<file path="src/rtl/mask_gen_sequencer_if.sv">
// Signal bundle between the mask generator sequencer and its neighbours:
// the config source, the mask generator and the downstream row consumer.
//
// Handshakes: a transfer happens on a rising clock edge where both valid and
// ready are high. The config side holds its fields stable while cfg_valid is
// high and not yet accepted. The row side holds row_valid/row_idx until
// row_ready. Neither ready depends combinationally on its own valid.
interface mask_gen_sequencer_if #(
  parameter int ROW_W = 9
);
  logic             cfg_valid;
  logic             cfg_ready;
  logic [1:0]       cfg_mask_type;
  logic [4:0]       cfg_pattern_w;
  logic [7:0]       cfg_rep_pattern;
  logic [31:0]      cfg_seed;
  logic             cfg_continuous;
  logic             abort;
  logic             mg_rst_n;
  logic             mg_clk_en;
  logic [1:0]       mg_mask_type;
  logic [4:0]       mg_pattern_w;
  logic [7:0]       mg_repeated_pattern;
  logic             mg_pattern;
  logic             mg_load_pattern;
  logic             mg_rp_valid;
  logic             row_ready;
  logic             row_valid;
  logic [ROW_W-1:0] row_idx;
  logic             row_last;
  logic             frame_done;
  logic             busy;

  // Sequencer side
  modport master (
    input  cfg_valid, cfg_mask_type, cfg_pattern_w, cfg_rep_pattern, cfg_seed,
           cfg_continuous, abort, mg_rp_valid, row_ready,
    output cfg_ready, mg_rst_n, mg_clk_en, mg_mask_type, mg_pattern_w,
           mg_repeated_pattern, mg_pattern, mg_load_pattern, row_valid, row_idx,
           row_last, frame_done, busy
  );

  // Environment side (config source, generator, row consumer)
  modport slave (
    output cfg_valid, cfg_mask_type, cfg_pattern_w, cfg_rep_pattern, cfg_seed,
           cfg_continuous, abort, mg_rp_valid, row_ready,
    input  cfg_ready, mg_rst_n, mg_clk_en, mg_mask_type, mg_pattern_w,
           mg_repeated_pattern, mg_pattern, mg_load_pattern, row_valid, row_idx,
           row_last, frame_done, busy
  );
endinterface

</file>
<file path="src/rtl/mask_gen_sequencer.sv">
// Control-path sequencer for the VGA mask generator: takes one config, pulses
// the generator reset, loads the seed serially (or the repeated pattern in one
// strobe), then steps the generator one row at a time against downstream
// backpressure, counting rows to frame end and optionally looping frames.
module mask_gen_sequencer #(
  parameter int ROWS      = 480,
  parameter int SEED_BITS = 32,
  parameter int ROW_W     = 9
) (
  input  logic                        clk,
  input  logic                        rst_n,
  mask_gen_sequencer_if.master        bus,
  output logic [2:0]                  dbg_state
);

  typedef enum logic [2:0] {
    S_IDLE  = 3'd0,
    S_MGRST = 3'd1,
    S_LOAD  = 3'd2,
    S_RUN   = 3'd3,
    S_DONE  = 3'd4,
    S_ABORT = 3'd5
  } state_t;

  localparam int               BIT_W    = (SEED_BITS > 1) ? $clog2(SEED_BITS) : 1;
  localparam logic [BIT_W-1:0] LAST_BIT = BIT_W'(SEED_BITS - 1);
  localparam logic [ROW_W-1:0] LAST_ROW = ROW_W'(ROWS - 1);
  localparam logic [1:0]       TYPE_REP = 2'b11;

  state_t               state;
  logic                 cfg_ready_q;
  logic                 mg_rst_n_q;
  logic                 clk_en_q;
  logic                 load_q;
  logic                 pattern_q;
  logic                 frame_done_q;
  logic                 continuous_q;
  logic [1:0]           mask_type_q;
  logic [4:0]           pattern_w_q;
  logic [7:0]           rep_q;
  logic [SEED_BITS-1:0] seed_sh;
  logic [BIT_W-1:0]     bit_cnt;
  logic [ROW_W-1:0]     row_idx_q;
  logic [ROW_W-1:0]     last_row;
  logic                 is_rep;
  logic                 accept_cfg;
  logic                 accept_row;

  // The repeated-pattern mode produces a one-row frame.
  assign is_rep     = (mask_type_q == TYPE_REP);
  assign last_row   = is_rep ? '0 : LAST_ROW;
  // cfg_ready_q is only ever high while sitting in IDLE.
  assign accept_cfg = bus.cfg_valid && cfg_ready_q;
  assign accept_row = (state == S_RUN) && bus.mg_rp_valid && bus.row_ready;

  // Sequencer FSM; every output flop is loaded with the value belonging to
  // the state being entered, so outputs line up with the state register.
  always_ff @(posedge clk) begin
    if (!rst_n) begin
      state        <= S_IDLE;
      cfg_ready_q  <= 1'b0;
      mg_rst_n_q   <= 1'b0;
      clk_en_q     <= 1'b0;
      load_q       <= 1'b0;
      pattern_q    <= 1'b0;
      frame_done_q <= 1'b0;
      continuous_q <= 1'b0;
      mask_type_q  <= '0;
      pattern_w_q  <= '0;
      rep_q        <= '0;
      seed_sh      <= '0;
      bit_cnt      <= '0;
      row_idx_q    <= '0;
    end else if (state != S_IDLE && state != S_ABORT && bus.abort) begin
      // Abort wins over any row accept or frame end in the same cycle.
      state        <= S_ABORT;
      cfg_ready_q  <= 1'b0;
      mg_rst_n_q   <= 1'b0;
      clk_en_q     <= 1'b0;
      load_q       <= 1'b0;
      pattern_q    <= 1'b0;
      frame_done_q <= 1'b0;
      row_idx_q    <= '0;
    end else begin
      case (state)
        S_IDLE: begin
          cfg_ready_q <= 1'b1;
          mg_rst_n_q  <= 1'b1;
          clk_en_q    <= 1'b0;
          if (accept_cfg) begin
            mask_type_q  <= bus.cfg_mask_type;
            pattern_w_q  <= bus.cfg_pattern_w;
            rep_q        <= bus.cfg_rep_pattern;
            seed_sh      <= bus.cfg_seed[SEED_BITS-1:0];
            continuous_q <= bus.cfg_continuous;
            cfg_ready_q  <= 1'b0;
            mg_rst_n_q   <= 1'b0;
            clk_en_q     <= 1'b1;
            bit_cnt      <= '0;
            row_idx_q    <= '0;
            state        <= S_MGRST;
          end
        end
        S_MGRST: begin
          mg_rst_n_q <= 1'b1;
          clk_en_q   <= 1'b1;
          load_q     <= 1'b1;
          pattern_q  <= is_rep ? 1'b0 : seed_sh[0];
          seed_sh    <= seed_sh >> 1;
          state      <= S_LOAD;
        end
        S_LOAD: begin
          if (is_rep || bit_cnt == LAST_BIT) begin
            load_q    <= 1'b0;
            pattern_q <= 1'b0;
            clk_en_q  <= 1'b0;
            state     <= S_RUN;
          end else begin
            bit_cnt   <= bit_cnt + 1'b1;
            pattern_q <= seed_sh[0];
            seed_sh   <= seed_sh >> 1;
          end
        end
        S_RUN: begin
          if (accept_row) begin
            if (row_idx_q == last_row) begin
              row_idx_q    <= '0;
              frame_done_q <= 1'b1;
              state        <= S_DONE;
            end else begin
              row_idx_q <= row_idx_q + 1'b1;
            end
          end
        end
        S_DONE: begin
          frame_done_q <= 1'b0;
          if (continuous_q && !is_rep) begin
            state <= S_RUN;
          end else begin
            cfg_ready_q <= 1'b1;
            state       <= S_IDLE;
          end
        end
        S_ABORT: begin
          mg_rst_n_q  <= 1'b1;
          cfg_ready_q <= 1'b1;
          state       <= S_IDLE;
        end
        default: begin
          state <= S_IDLE;
        end
      endcase
    end
  end

  // While running, the generator only advances when downstream can take the
  // row, so the mask it presents stays stable during a stall.
  assign bus.mg_clk_en           = clk_en_q || ((state == S_RUN) && bus.row_ready);
  assign bus.cfg_ready           = cfg_ready_q;
  assign bus.mg_rst_n            = mg_rst_n_q;
  assign bus.mg_mask_type        = mask_type_q;
  assign bus.mg_pattern_w        = pattern_w_q;
  assign bus.mg_repeated_pattern = rep_q;
  assign bus.mg_pattern          = pattern_q;
  assign bus.mg_load_pattern     = load_q;
  assign bus.row_valid           = (state == S_RUN) && bus.mg_rp_valid;
  assign bus.row_idx             = row_idx_q;
  assign bus.row_last            = bus.row_valid && (row_idx_q == last_row);
  assign bus.frame_done          = frame_done_q;
  assign bus.busy                = (state != S_IDLE);
  assign dbg_state               = state;

endmodule

</file>
<file path="src/flat_wrapper.sv">
// flat-port wrapper written by rule: the top's interface ports become plain ports
module mask_gen_sequencer_flat 
#(
  parameter int ROWS      = 480,
  parameter int SEED_BITS = 32,
  parameter int ROW_W     = 9
)
  (clk, rst_n, dbg_state, bus_cfg_valid, bus_cfg_mask_type, bus_cfg_pattern_w, bus_cfg_rep_pattern, bus_cfg_seed, bus_cfg_continuous, bus_abort, bus_mg_rp_valid, bus_row_ready, bus_cfg_ready, bus_mg_rst_n, bus_mg_clk_en, bus_mg_mask_type, bus_mg_pattern_w, bus_mg_repeated_pattern, bus_mg_pattern, bus_mg_load_pattern, bus_row_valid, bus_row_idx, bus_row_last, bus_frame_done, bus_busy);
  mask_gen_sequencer_if #(.ROW_W(ROW_W)) bus_i ();
  input  logic clk;
  input  logic rst_n;
  output logic [2:0] dbg_state;
  input wire logic [$bits(bus_i.cfg_valid)-1:0] bus_cfg_valid;
  input wire logic [$bits(bus_i.cfg_mask_type)-1:0] bus_cfg_mask_type;
  input wire logic [$bits(bus_i.cfg_pattern_w)-1:0] bus_cfg_pattern_w;
  input wire logic [$bits(bus_i.cfg_rep_pattern)-1:0] bus_cfg_rep_pattern;
  input wire logic [$bits(bus_i.cfg_seed)-1:0] bus_cfg_seed;
  input wire logic [$bits(bus_i.cfg_continuous)-1:0] bus_cfg_continuous;
  input wire logic [$bits(bus_i.abort)-1:0] bus_abort;
  input wire logic [$bits(bus_i.mg_rp_valid)-1:0] bus_mg_rp_valid;
  input wire logic [$bits(bus_i.row_ready)-1:0] bus_row_ready;
  output wire logic [$bits(bus_i.cfg_ready)-1:0] bus_cfg_ready;
  output wire logic [$bits(bus_i.mg_rst_n)-1:0] bus_mg_rst_n;
  output wire logic [$bits(bus_i.mg_clk_en)-1:0] bus_mg_clk_en;
  output wire logic [$bits(bus_i.mg_mask_type)-1:0] bus_mg_mask_type;
  output wire logic [$bits(bus_i.mg_pattern_w)-1:0] bus_mg_pattern_w;
  output wire logic [$bits(bus_i.mg_repeated_pattern)-1:0] bus_mg_repeated_pattern;
  output wire logic [$bits(bus_i.mg_pattern)-1:0] bus_mg_pattern;
  output wire logic [$bits(bus_i.mg_load_pattern)-1:0] bus_mg_load_pattern;
  output wire logic [$bits(bus_i.row_valid)-1:0] bus_row_valid;
  output wire logic [$bits(bus_i.row_idx)-1:0] bus_row_idx;
  output wire logic [$bits(bus_i.row_last)-1:0] bus_row_last;
  output wire logic [$bits(bus_i.frame_done)-1:0] bus_frame_done;
  output wire logic [$bits(bus_i.busy)-1:0] bus_busy;
  assign bus_i.cfg_valid = bus_cfg_valid;
  assign bus_i.cfg_mask_type = bus_cfg_mask_type;
  assign bus_i.cfg_pattern_w = bus_cfg_pattern_w;
  assign bus_i.cfg_rep_pattern = bus_cfg_rep_pattern;
  assign bus_i.cfg_seed = bus_cfg_seed;
  assign bus_i.cfg_continuous = bus_cfg_continuous;
  assign bus_i.abort = bus_abort;
  assign bus_i.mg_rp_valid = bus_mg_rp_valid;
  assign bus_i.row_ready = bus_row_ready;
  assign bus_cfg_ready = bus_i.cfg_ready;
  assign bus_mg_rst_n = bus_i.mg_rst_n;
  assign bus_mg_clk_en = bus_i.mg_clk_en;
  assign bus_mg_mask_type = bus_i.mg_mask_type;
  assign bus_mg_pattern_w = bus_i.mg_pattern_w;
  assign bus_mg_repeated_pattern = bus_i.mg_repeated_pattern;
  assign bus_mg_pattern = bus_i.mg_pattern;
  assign bus_mg_load_pattern = bus_i.mg_load_pattern;
  assign bus_row_valid = bus_i.row_valid;
  assign bus_row_idx = bus_i.row_idx;
  assign bus_row_last = bus_i.row_last;
  assign bus_frame_done = bus_i.frame_done;
  assign bus_busy = bus_i.busy;
  mask_gen_sequencer #(.ROWS(ROWS), .SEED_BITS(SEED_BITS), .ROW_W(ROW_W)) u_core (.clk(clk), .rst_n(rst_n), .bus(bus_i), .dbg_state(dbg_state));
endmodule
</file>
<file path="config.mk">
export PLATFORM = sky130hd
export DESIGN_NAME = mask_gen_sequencer_flat
export DESIGN_NICKNAME = d
export VERILOG_FILES = /design/src/rtl/mask_gen_sequencer_if.sv /design/src/rtl/mask_gen_sequencer.sv /design/src/flat_wrapper.sv
export SDC_FILE = /design/constraint.sdc
export NUM_CORES = 1
export LEC_CHECK = 0
export BUFFER_PORTS_ARGS = -buffer_cell sky130_fd_sc_hd__buf_2
export CAP_MARGIN = 25
export CORE_MARGIN = 10
export CORE_UTILIZATION = 30
export CTS_CLUSTER_SIZE = 24
export DETAILED_ROUTE_END_ITERATION = 10
export SETUP_SLACK_MARGIN = 0.02
export SYNTH_ARGS = -nofsm -noshare
export SYNTH_HDL_FRONTEND = slang
export SYNTH_SLANG_ARGS = --single-unit
</file>
<file path="constraint.sdc">
create_clock -name clk -period 3.66 [get_ports clk]
set_clock_uncertainty 0.2 [all_clocks]
set_input_delay 0.183 -clock clk [delete_from_list [all_inputs] [get_ports clk]]
set_output_delay 0.183 -clock clk [all_outputs]
set_load 0.02 [all_outputs]
</file>
==> results of run 1 <==
[area by class of cell]
cell class              count  area (um^2)
multi-input cells         284         1760
flip-flops and latches     71         1420
clock buffers              12          155
clock inverters             4         30.0
well taps                 140          175
fillers                  1095         6270
repair buffers            145         1010
inverters                   4         15.0
[cell usage in the layout (no fill, tap or decap), drive strengths merged, types with 3 or more instances in the layout]
cell / n
nor2: 46
dlygate4sd3: 51
ha: 3
clkinv: 3
dfxtp: 71
o21ai: 12
nor3b: 3
or4: 4
mux2i: 31
clkbuf: 12
and2: 5
or2: 3
a21oi: 23
nand4: 3
nor2b: 3
and3: 3
nand2: 55
a32oi: 3
nor3: 5
inv: 4
nand3: 7
a211oi: 34
a22oi: 3
nand2b: 3
o31ai: 3
buf: 94
[logic make-up (layout without fill, tap and decap cells)]
group | Yosys count | after routing | share of synthesized area (%)
xor gates and xnor gates | 2 | 2 | 0.528
adders and majority gates | 3 | 3 | 1.13
buffers and inverters | 29 | 165 | 4.41
and+or+nand+nor | 152 | 152 | 21.7
muxes | 32 | 32 | 9.69
DFF | 71 | 71 | 42.8
AOI/OAI and AO/OA | 95 | 95 | 19.8
[power by group through the flow]
stage / Sequential (mW) / Clock, mW / Combinational [mW]
global route: 1.17 / 0.644 / 1.38
detailed placement: 1.15 / 0 / 1.21
CTS: 1.14 / 0.612 / 1.25
global placement: 1.14 / 0 / 1.17
floorplan: 1.14 / 0 / 0.916
finish: 1.14 / 0.584 / 1.25
[sequential cells by signal, summed over array words and instances, names as in the netlist]
name,cells
u_core.bus.frame_done,1
u_core.bus.mg_mask_type,2
u_core.seed_sh,32
u_core.continuous_q,1
u_core.bit_cnt,5
u_core.bus.mg_pattern,1
u_core.bus.mg_load_pattern,1
u_core.clk_en_q,1
u_core.bus.mg_pattern_w,5
u_core.bus.row_idx,9
u_core.bus.mg_repeated_pattern,8
u_core.bus.cfg_ready,1
u_core.dbg_state,3
u_core.bus.mg_rst_n,1
[how the worst max path moves through the flow]
stage,startpoint,to,slack [ns],depth (start not counted)
detailed placement,u_core.bit_cnt[0],u_core.seed_sh[25],0.95,9
CTS,u_core.bit_cnt[0],u_core.seed_sh[31],0.48,10
global placement,u_core.bit_cnt[0],u_core.seed_sh[27],1.05,9
finish,u_core.bit_cnt[0],u_core.seed_sh[31],0.43,10
floorplan,u_core.bit_cnt[0],u_core.seed_sh[0],1.34,9
global route,u_core.bit_cnt[0],u_core.seed_sh[31],0.20,10
[routing by layer]
| layer | part of all wire (%) | up-vias |
|---|---|---|
| met1 | 46 | 1490 |
| li1 | - | 1658 |
| met4 | 1.1 | 0 |
| met5 | 0 | - |
| met2 | 47 | 103 |
| met3 | 6.4 | 9 |
[through the flow]
step / worst slack, ns / std cells / hold slack, ns / utilization, %
finish: 0.431 / 660 / 0.0489 / 42.1
global route: 0.195 / 660 / 0.0308 / 42.1
CTS: 0.483 / 660 / 0.0133 / 42.1
detailed placement: 0.946 / 593 / 0.231 / 35.7
global placement: 1.05 / 593 / 0.222 / 35.7
floorplan: 1.34 / 384 / 0.119 / -
[critical path, delay by kind of cell (launching register included)]
family                     cells  cell delay [ns]
adders and majority gates      2             0.44
buffers and inverters          2             1.09
AOI/OAI and AO/OA              3             0.60
and+or+nand+nor                3             0.49
DFF                            1             0.34
==> results.sh, run 1 <==
export IMPL_slew_headroom_pct=56.5
export IMPL_clkLatencyLatePin_ns=0.35
export IMPL_ys_ff_latch=71
export IMPL_dieArea_um2=15700
export IMPL_numPortBuffers=89
export IMPL_wl_mm=9.85
export IMPL_synth_top_cell_by_area="dfxtp_1"
export IMPL_ys_top_cells_by_area="dfxtp_1, mux2i_1, a211oi_1, nand2_1, nor2_1"
export IMPL_hp_start="bus_abort"
export IMPL_cts_hold_buf=51
export IMPL_cpPeakStageDelay_ns=0.57
export IMPL_r2r_cells=10
export IMPL_core_area_um2=10800
export IMPL_layout_drive_gt1_share_pct=22.7
export IMPL_pin_count=90
export IMPL_ant_nets=0
export IMPL_grt_met1_usage_pct=14.5
export IMPL_cp_arrival_ns=3.32
export IMPL_cp_slowest_cell="dlygate4sd3_1"
export IMPL_hold_viol=0
export IMPL_worstPathRequired_ns=3.75
export IMPL_worst_r2r_endpoint="u_core.seed_sh[31]"
export IMPL_slew_viol_final=0
export IMPL_power_mw=2.97
export IMPL_cpMostUsedCell="ha_1"
export IMPL_critical_path_cell_chain="ha_1 -> and3_1 -> ha_1 -> a2111oi_2 -> nand2_1 -> a21oi_4 -> buf_4 -> nand4b_1 -> o21ai_0 -> dlygate4sd3_1"
export IMPL_yosysMostFrequentCell="dfxtp_1"
export IMPL_die_w_um=125
export IMPL_antenna_found_initial=0
export IMPL_r2r_start="u_core.bit_cnt[0]"
export IMPL_drc_errors=0
export IMPL_grt_ovfl_total=0
export IMPL_grt_most_used_layer="met2"
export IMPL_cp_start_kind="flop"
export IMPL_power_internal_mw=1.79
export IMPL_layout_worst_path_cycle_share_pct=88.2
export IMPL_cts_buffers=9
export IMPL_fin_area_um2=4570
export IMPL_vias=3260
export IMPL_path_clk_slew_ns=0.08
export IMPL_row_count=38
export IMPL_hold_path_depth=3
export IMPL_wl_per_cell_um=14.9
export IMPL_die_y_um=125
export IMPL_grt_use_total_pct=12.0
export IMPL_syn_nets=441
export IMPL_critPathKind="flop to flop"
export IMPL_vdd_drop_max_mv=0.354
export IMPL_hpwl_mm=6.76
export IMPL_swShare_pct=39.8
export IMPL_syn2layout_area_growth_pct=37.6
export IMPL_holdCritPathClass="primary input to flop"
export IMPL_switchingPower_mw=1.18
export IMPL_placed_cell_area_um2=3870
export IMPL_rsz0062_at_grt="no"
export IMPL_drtIter0Drc=266
export IMPL_synth_ff_type="dfxtp_1"
export IMPL_drtPass1Iterations=4
export IMPL_gp_congestion=0.815
export IMPL_clock_sinks=71
export IMPL_antenna_cells=0
export IMPL_start_util_pct=30.6
export IMPL_grt_met2_usage_pct=19.7
export IMPL_synth_cells=384
export IMPL_synth_top_area_share_pct=42.8
export IMPL_tns_ns=0
export IMPL_setup_viol=0
export IMPL_synth_area_um2=3320
export IMPL_cts_root_buf="clkbuf_8"
export IMPL_outcome="finished, final reports clean"
export IMPL_synth_seq_area_share_pct=42.8
export IMPL_cts_repair_resized=0
export IMPL_power_leakage_nw=1.86
export IMPL_combPwrFrac_pct=42.1
export IMPL_postCtsSetupBuffers=0
export IMPL_tightest_slew_ns=0.652
export IMPL_worstSetupEndpointType="flop"
export IMPL_finalNetCount=572
export IMPL_period_minus_slack_ns=3.23
export IMPL_maxCapViolCount=0
export IMPL_share_seq_of_total_power_pct=38.3
export IMPL_ys_types=53
export IMPL_grtUsageMet3_pct=4.22
export IMPL_pwr_share_clk_pct=19.6
export IMPL_hold_path_end="u_core.dbg_state[2]"
export IMPL_grt_pass1_vias=3232
export IMPL_avgSynthCellArea_um2=8.64
export IMPL_async_flop_share_pct=0
export IMPL_synth_edf_count=0
export IMPL_cp_max_fo=64
export IMPL_grt_pass1_wl_mm=16.0
export IMPL_clk_path_buf_depth=2
export IMPL_rrSetupSlack_ns=0.43
export IMPL_tritoncts="done"
export IMPL_fmax_ghz=0.310
export IMPL_synth_warnings=0
export IMPL_power_density_nw_per_um2=651
export IMPL_h_tree_depth=3
export IMPL_via_per_inst=4.94
export IMPL_yosys_top_cells_count="dfxtp_1, nand2_1, nor2_1"
export IMPL_grt_max_degree=65
Note: power is estimated with default switching activity, not from simulation.
==> inputs of run 2 (changes only) <==
==> constraint.sdc (replaced) <==
create_clock -name clk -period 3.66 [get_ports clk]
set_clock_uncertainty 0.2 [all_clocks]
set_input_delay 0.549 -clock clk [delete_from_list [all_inputs] [get_ports clk]]
set_output_delay 0.549 -clock clk [all_outputs]
set_load 0.02 [all_outputs]
==> run 2 against run 1 <==
- clock power grew 2%
- worst hold slack improved by 0.19 ns
- sequential power is essentially flat
- global-route usage down 0.79 points
- utilization is 4.6 points lower
- maximum frequency rose by 14%
- final cell count decreased by 7.4%
- critical endpoint is now bus_mg_clk_en
- highest routed layer unchanged
==> results.sh, run 2 (synthesized netlist as in run 1, its figures left out) <==
export IMPL_outcome="finished, final reports clean"
export IMPL_hold_viol=0
export IMPL_dieArea_um2=15700
export IMPL_maxCapViolCount=0
export IMPL_cts_repair_resized=0
export IMPL_cp_start_kind="flop"
export IMPL_rsz0062_at_grt="no"
export IMPL_cp_top_family="flip-flops"
export IMPL_largest_reg_flops=32
export IMPL_fmax_ghz=0.354
export IMPL_layout_common_cells="buf_2, dfxtp_1, nand2_1"
export IMPL_grt_ovfl_total=0
export IMPL_power_mw=2.91
export IMPL_critical_path_cell_chain="and2b_1 -> and2_1 -> a21o_1 -> buf_2"
export IMPL_gp_congestion=0.822
export IMPL_cts_buffers=9
export IMPL_layout_worst_path_cycle_share_pct=77.2
export IMPL_critPathKind="flop to output pin"
export IMPL_clock_sinks=71
export IMPL_path_clk_slew_ns=0.08
export IMPL_slew_headroom_pct=49.7
export IMPL_grt_pass1_wl_mm=15.1
export IMPL_die_w_um=125
export IMPL_core_area_um2=10800
export IMPL_cts_root_buf="clkbuf_8"
export IMPL_crit_buf_inv=1
export IMPL_drc_errors=0
export IMPL_fin_area_um2=4070
export IMPL_ant_nets=0
export IMPL_wl_per_cell_um=14.7
export IMPL_holdCritPathClass="primary input to flop"
export IMPL_whs_ns=0.235
export IMPL_slew_viol_final=0
export IMPL_numPortBuffers=89
export IMPL_period_minus_slack_ns=2.83
export IMPL_cp_arrival_ns=2.08
export IMPL_via_per_inst=4.94
export IMPL_seq_area_um2=1420
export IMPL_multiInputGateArea_um2=1760
export IMPL_clk_path_buf_depth=2
export IMPL_syn2layout_area_growth_pct=22.5
export IMPL_hpwl_mm=6.68
export IMPL_setup_viol=0
export IMPL_placed_cell_area_um2=3870
export IMPL_cpPeakStageDelay_ns=0.73
export IMPL_grt_pass1_vias=3045
export IMPL_postCtsSetupBuffers=0
export IMPL_tightest_slew_ns=0.753
export IMPL_nFillCells=1146
export IMPL_vias=3019
export IMPL_largest_register="u_core.seed_sh"
export IMPL_die_y_um=125
export IMPL_final_common_cell="buf_2"
export IMPL_finalNetCount=523
export IMPL_layout_drive_gt1_share_pct=25.7
export IMPL_power_density_nw_per_um2=716
export IMPL_hp_start="bus_cfg_pattern_w[0]"
export IMPL_r2r_start="u_core.bit_cnt[0]"
export IMPL_h_tree_depth=3
export IMPL_clkLatencyLatePin_ns=0.35
export IMPL_startpoint="u_core.dbg_state[1]"
export IMPL_vdd_drop_max_mv=0.372
export IMPL_start_util_pct=30.6
export IMPL_worstSetupEndpointType="output pin"
export IMPL_cp_max_fo=17
export IMPL_drtIter0Drc=140
export IMPL_row_count=38
export IMPL_drtPass1Iterations=4
export IMPL_tns_ns=0
export IMPL_grt_max_degree=65
export IMPL_tritoncts="done"
export IMPL_pin_count=90
export IMPL_antenna_cells=0
export IMPL_cp_slowest_cell="dfxtp_1"
export IMPL_wl_mm=8.98
export IMPL_worstPathRequired_ns=2.91
export IMPL_antenna_found_initial=0
export IMPL_grt_use_total_pct=11.2
export IMPL_power_leakage_nw=1.65
export IMPL_cts_hold_buf=0
[run 2: cell types whose count changed in the layout (fill, tap and decap cells not counted), sizes merged]
cell,change
dlygate4sd3,-51
clkinv,-3
buf,+2
clkinvlp,+2
inv,+2
clkbuf,-1
[run 2: tightest hold or removal path: stages]
cell	delay [ns]
buf_2	0.09
nand2_1	0.05
a21oi_1	0.05
[run 2: cell type report]
cell class	count	share of cell area (%)
clock buffer	11	3.72
inverter	4	0.369
timing repair buffer	96	12.2
tap	140	4.31
multi-input combinational	284	43.4
sequential	71	35.0
clock inverter	5	0.985
[run 2: worst paths after layout]
kind | cells after the start | to | slack (ns)
setup reg to reg | 9 | u_core.seed_sh[6] | 0.95
hold reg to reg | 2 | u_core.bus.mg_repeated_pattern[3] | 0.26
setup / recovery | 4 | bus_mg_clk_en | 0.83
hold / removal | 3 | u_core.bus.mg_pattern_w[0] | 0.23
[run 2: through the flow]
| stage | instances | worst slack [ns] | utilization, % |
|---|---|---|---|
| after detailed placement | 595 | 0.949 | 35.7 |
| after CTS | 611 | 0.867 | 37.5 |
| after global routing | 611 | 0.708 | 37.5 |
| after global placement | 595 | 1.06 | 35.7 |
| after floorplan | 384 | 1.34 | - |
| final | 611 | 0.834 | 37.5 |
[run 2: routing by layer]
layer / vias up / track usage (%) / wire length (um)
met4: 0 / 2.10 / 42
met5: - / 0 / 0
met2: 79 / 18.0 / 4100
met1: 1376 / 13.8 / 4200
met3: 5 / 4.77 / 645
li1: 1559 / - / -
[run 2: report_power, final]
part | total, mW | switching [mW] | internal (mW)
clock | 0.597 | 0.310 | 0.288
combinational | 1.19 | 0.702 | 0.487
sequential | 1.12 | 0.147 | 0.976
total | 2.91 | 1.16 | 1.75
==> inputs of run 3 (changes only) <==
==> constraint.sdc (replaced) <==
create_clock -name clk -period 2.6 [get_ports clk]
set_clock_uncertainty 0.2 [all_clocks]
set_input_delay 0.39 -clock clk [delete_from_list [all_inputs] [get_ports clk]]
set_output_delay 0.39 -clock clk [all_outputs]
set_load 0.02 [all_outputs]
==> run 3 against run 2 <==
- utilization increased by 0.87 points
- register-to-register slack lost 0.76 ns
- final cell count rose by 0.65%
- largest cell class unchanged
==> results.sh, run 3 (synthesized netlist as in run 1, its figures left out) <==
export IMPL_die_y_um=125
export IMPL_worstPathRequired_ns=2.01
export IMPL_period_minus_slack_ns=2.43
export IMPL_pwr_share_clk_pct=21.3
export IMPL_start_util_pct=30.6
export IMPL_vdd_drop_max_mv=0.559
export IMPL_clock_sinks=71
export IMPL_numPortBuffers=89
export IMPL_ant_nets=0
export IMPL_final_common_cell="buf_2"
export IMPL_antenna_cells=0
export IMPL_clk_path_buf_depth=2
export IMPL_rrSetupSlack_ns=0.19
export IMPL_cts_hold_buf=0
export IMPL_grt_pass1_vias=3058
export IMPL_grt_ovfl_total=0
export IMPL_fmax_ghz=0.412
export IMPL_tightest_slew_ns=0.674
export IMPL_combPwrFrac_pct=42.2
export IMPL_tritoncts="done"
export IMPL_drtIter0Drc=233
export IMPL_power_mw=4.28
export IMPL_hold_path_end="u_core.bus.mg_repeated_pattern[3]"
export IMPL_pin_count=90
export IMPL_r2r_cells=9
export IMPL_switchingPower_mw=1.69
export IMPL_power_internal_mw=2.59
export IMPL_critPathKind="flop to output pin"
export IMPL_largest_reg_flops=32
export IMPL_grt_use_total_pct=11.4
export IMPL_grt_max_degree=49
export IMPL_gp_congestion=0.854
export IMPL_hp_start="bus_cfg_rep_pattern[3]"
export IMPL_slew_viol_final=0
export IMPL_postCtsSetupBuffers=0
export IMPL_grt_pass1_wl_mm=15.1
export IMPL_swShare_pct=39.4
export IMPL_whs_ns=0.0677
export IMPL_layout_drive_gt1_share_pct=26.3
export IMPL_cts_repair_resized=0
export IMPL_wl_mm=9.26
export IMPL_r2r_start="u_core.bit_cnt[0]"
export IMPL_hpwl_mm=6.86
export IMPL_share_seq_of_total_power_pct=36.5
export IMPL_dieArea_um2=15700
export IMPL_outcome="finished, final reports clean"
export IMPL_wl_per_cell_um=15.1
export IMPL_finalNetCount=527
export IMPL_worstSetupEndpointType="output pin"
export IMPL_via_per_inst=5.12
export IMPL_drc_errors=0
export IMPL_row_count=38
export IMPL_tns_ns=0
export IMPL_vias=3148
export IMPL_slew_headroom_pct=55.0
export IMPL_cts_buffers=9
export IMPL_hold_viol=0
export IMPL_antenna_found_initial=0
export IMPL_cts_root_buf="clkbuf_8"
export IMPL_largest_register="u_core.seed_sh"
export IMPL_path_clk_slew_ns=0.09
export IMPL_syn2layout_area_growth_pct=25.3
export IMPL_clkLatencyLatePin_ns=0.36
export IMPL_core_area_um2=10800
export IMPL_holdCritPathClass="primary input to flop"
export IMPL_layout_worst_path_cycle_share_pct=93.4
export IMPL_drtPass1Iterations=4
export IMPL_cp_start_kind="flop"
export IMPL_rsz0062_at_grt="no"
export IMPL_setup_viol=0
export IMPL_power_density_nw_per_um2=1030
export IMPL_worst_r2r_endpoint="u_core.seed_sh[23]"
export IMPL_h_tree_depth=3
export IMPL_layout_common_cells="buf_2, dfxtp_1, nand2_1"
export IMPL_cp_arrival_ns=1.84
export IMPL_cp_max_fo=9
export IMPL_die_w_um=125
export IMPL_hold_path_depth=3
export IMPL_maxCapViolCount=0
export IMPL_nFillCells=1146
export IMPL_power_leakage_nw=1.69
run 3: changes by cell type in the layout (fill, tap and decap cells not counted), sizes merged:
cell      previous run  this run
clkinvlp             3         1
buf                 96       100
clkinv               0         4
clkbuf              11         9
bufinv               0         1
inv                  6         5
run 3: metrics by stage:
step	worst slack, ns	area [um^2]	std cells	util [%]
floorplan	0.275	3320	384	-
global placement	0.274	3940	599	36.4
detailed placement	0.162	3940	599	36.4
CTS	0.136	4150	615	38.3
global route	0.0350	4160	615	38.4
finish	0.172	4160	615	38.4
run 3: power by group through the flow:
stage	sequential [mW]	combinational, mW	clock (mW)
after floorplan	1.61	1.29	0
after global placement	1.58	1.77	0
after detailed placement	1.58	1.81	0
after CTS	1.56	1.82	0.935
after global routing	1.60	1.99	0.983
final	1.56	1.81	0.910
run 3: critical path, cell delays in order, from the launching register on:
cell     delay [ns]
dfxtp_1        0.51
and2b_1        0.28
and2_1         0.29
a21o_1         0.24
buf_2          0.16
run 3: worst max path at each step:
stage / start / endpoint / slack (ns) / cells after the start
after global placement: u_core.bit_cnt[0] / u_core.seed_sh[22] / 0.27 / 9
after floorplan: u_core.bit_cnt[0] / u_core.seed_sh[0] / 0.28 / 9
after global routing: u_core.bit_cnt[0] / u_core.seed_sh[23] / 0.04 / 9
final: u_core.dbg_state[2] / bus_mg_clk_en / 0.17 / 4
after detailed placement: u_core.bit_cnt[0] / u_core.seed_sh[21] / 0.16 / 9
after CTS: u_core.bit_cnt[0] / u_core.seed_sh[23] / 0.14 / 9
run 3: cell type report:
class | instances | area, um^2 | area share (%)
multi-input combinational | 284 | 1780 | 42.7
sequential | 71 | 1420 | 34.2
timing repair buffer | 100 | 566 | 13.6
tap | 140 | 175 | 4.21
clock buffer | 9 | 124 | 2.98
clock inverter | 7 | 81.3 | 1.96
inverter | 4 | 15.0 | 0.361
run 3: layer usage:
metal	vias up	wire length, um	share of wire (%)	track usage [%]
li1	1568	-	-	-
met1	1456	4260	46	14.1
met2	115	4140	45	17.9
met3	9	749	8.1	4.10
met4	0	108	1.2	3.93
met5	-	0	0	0
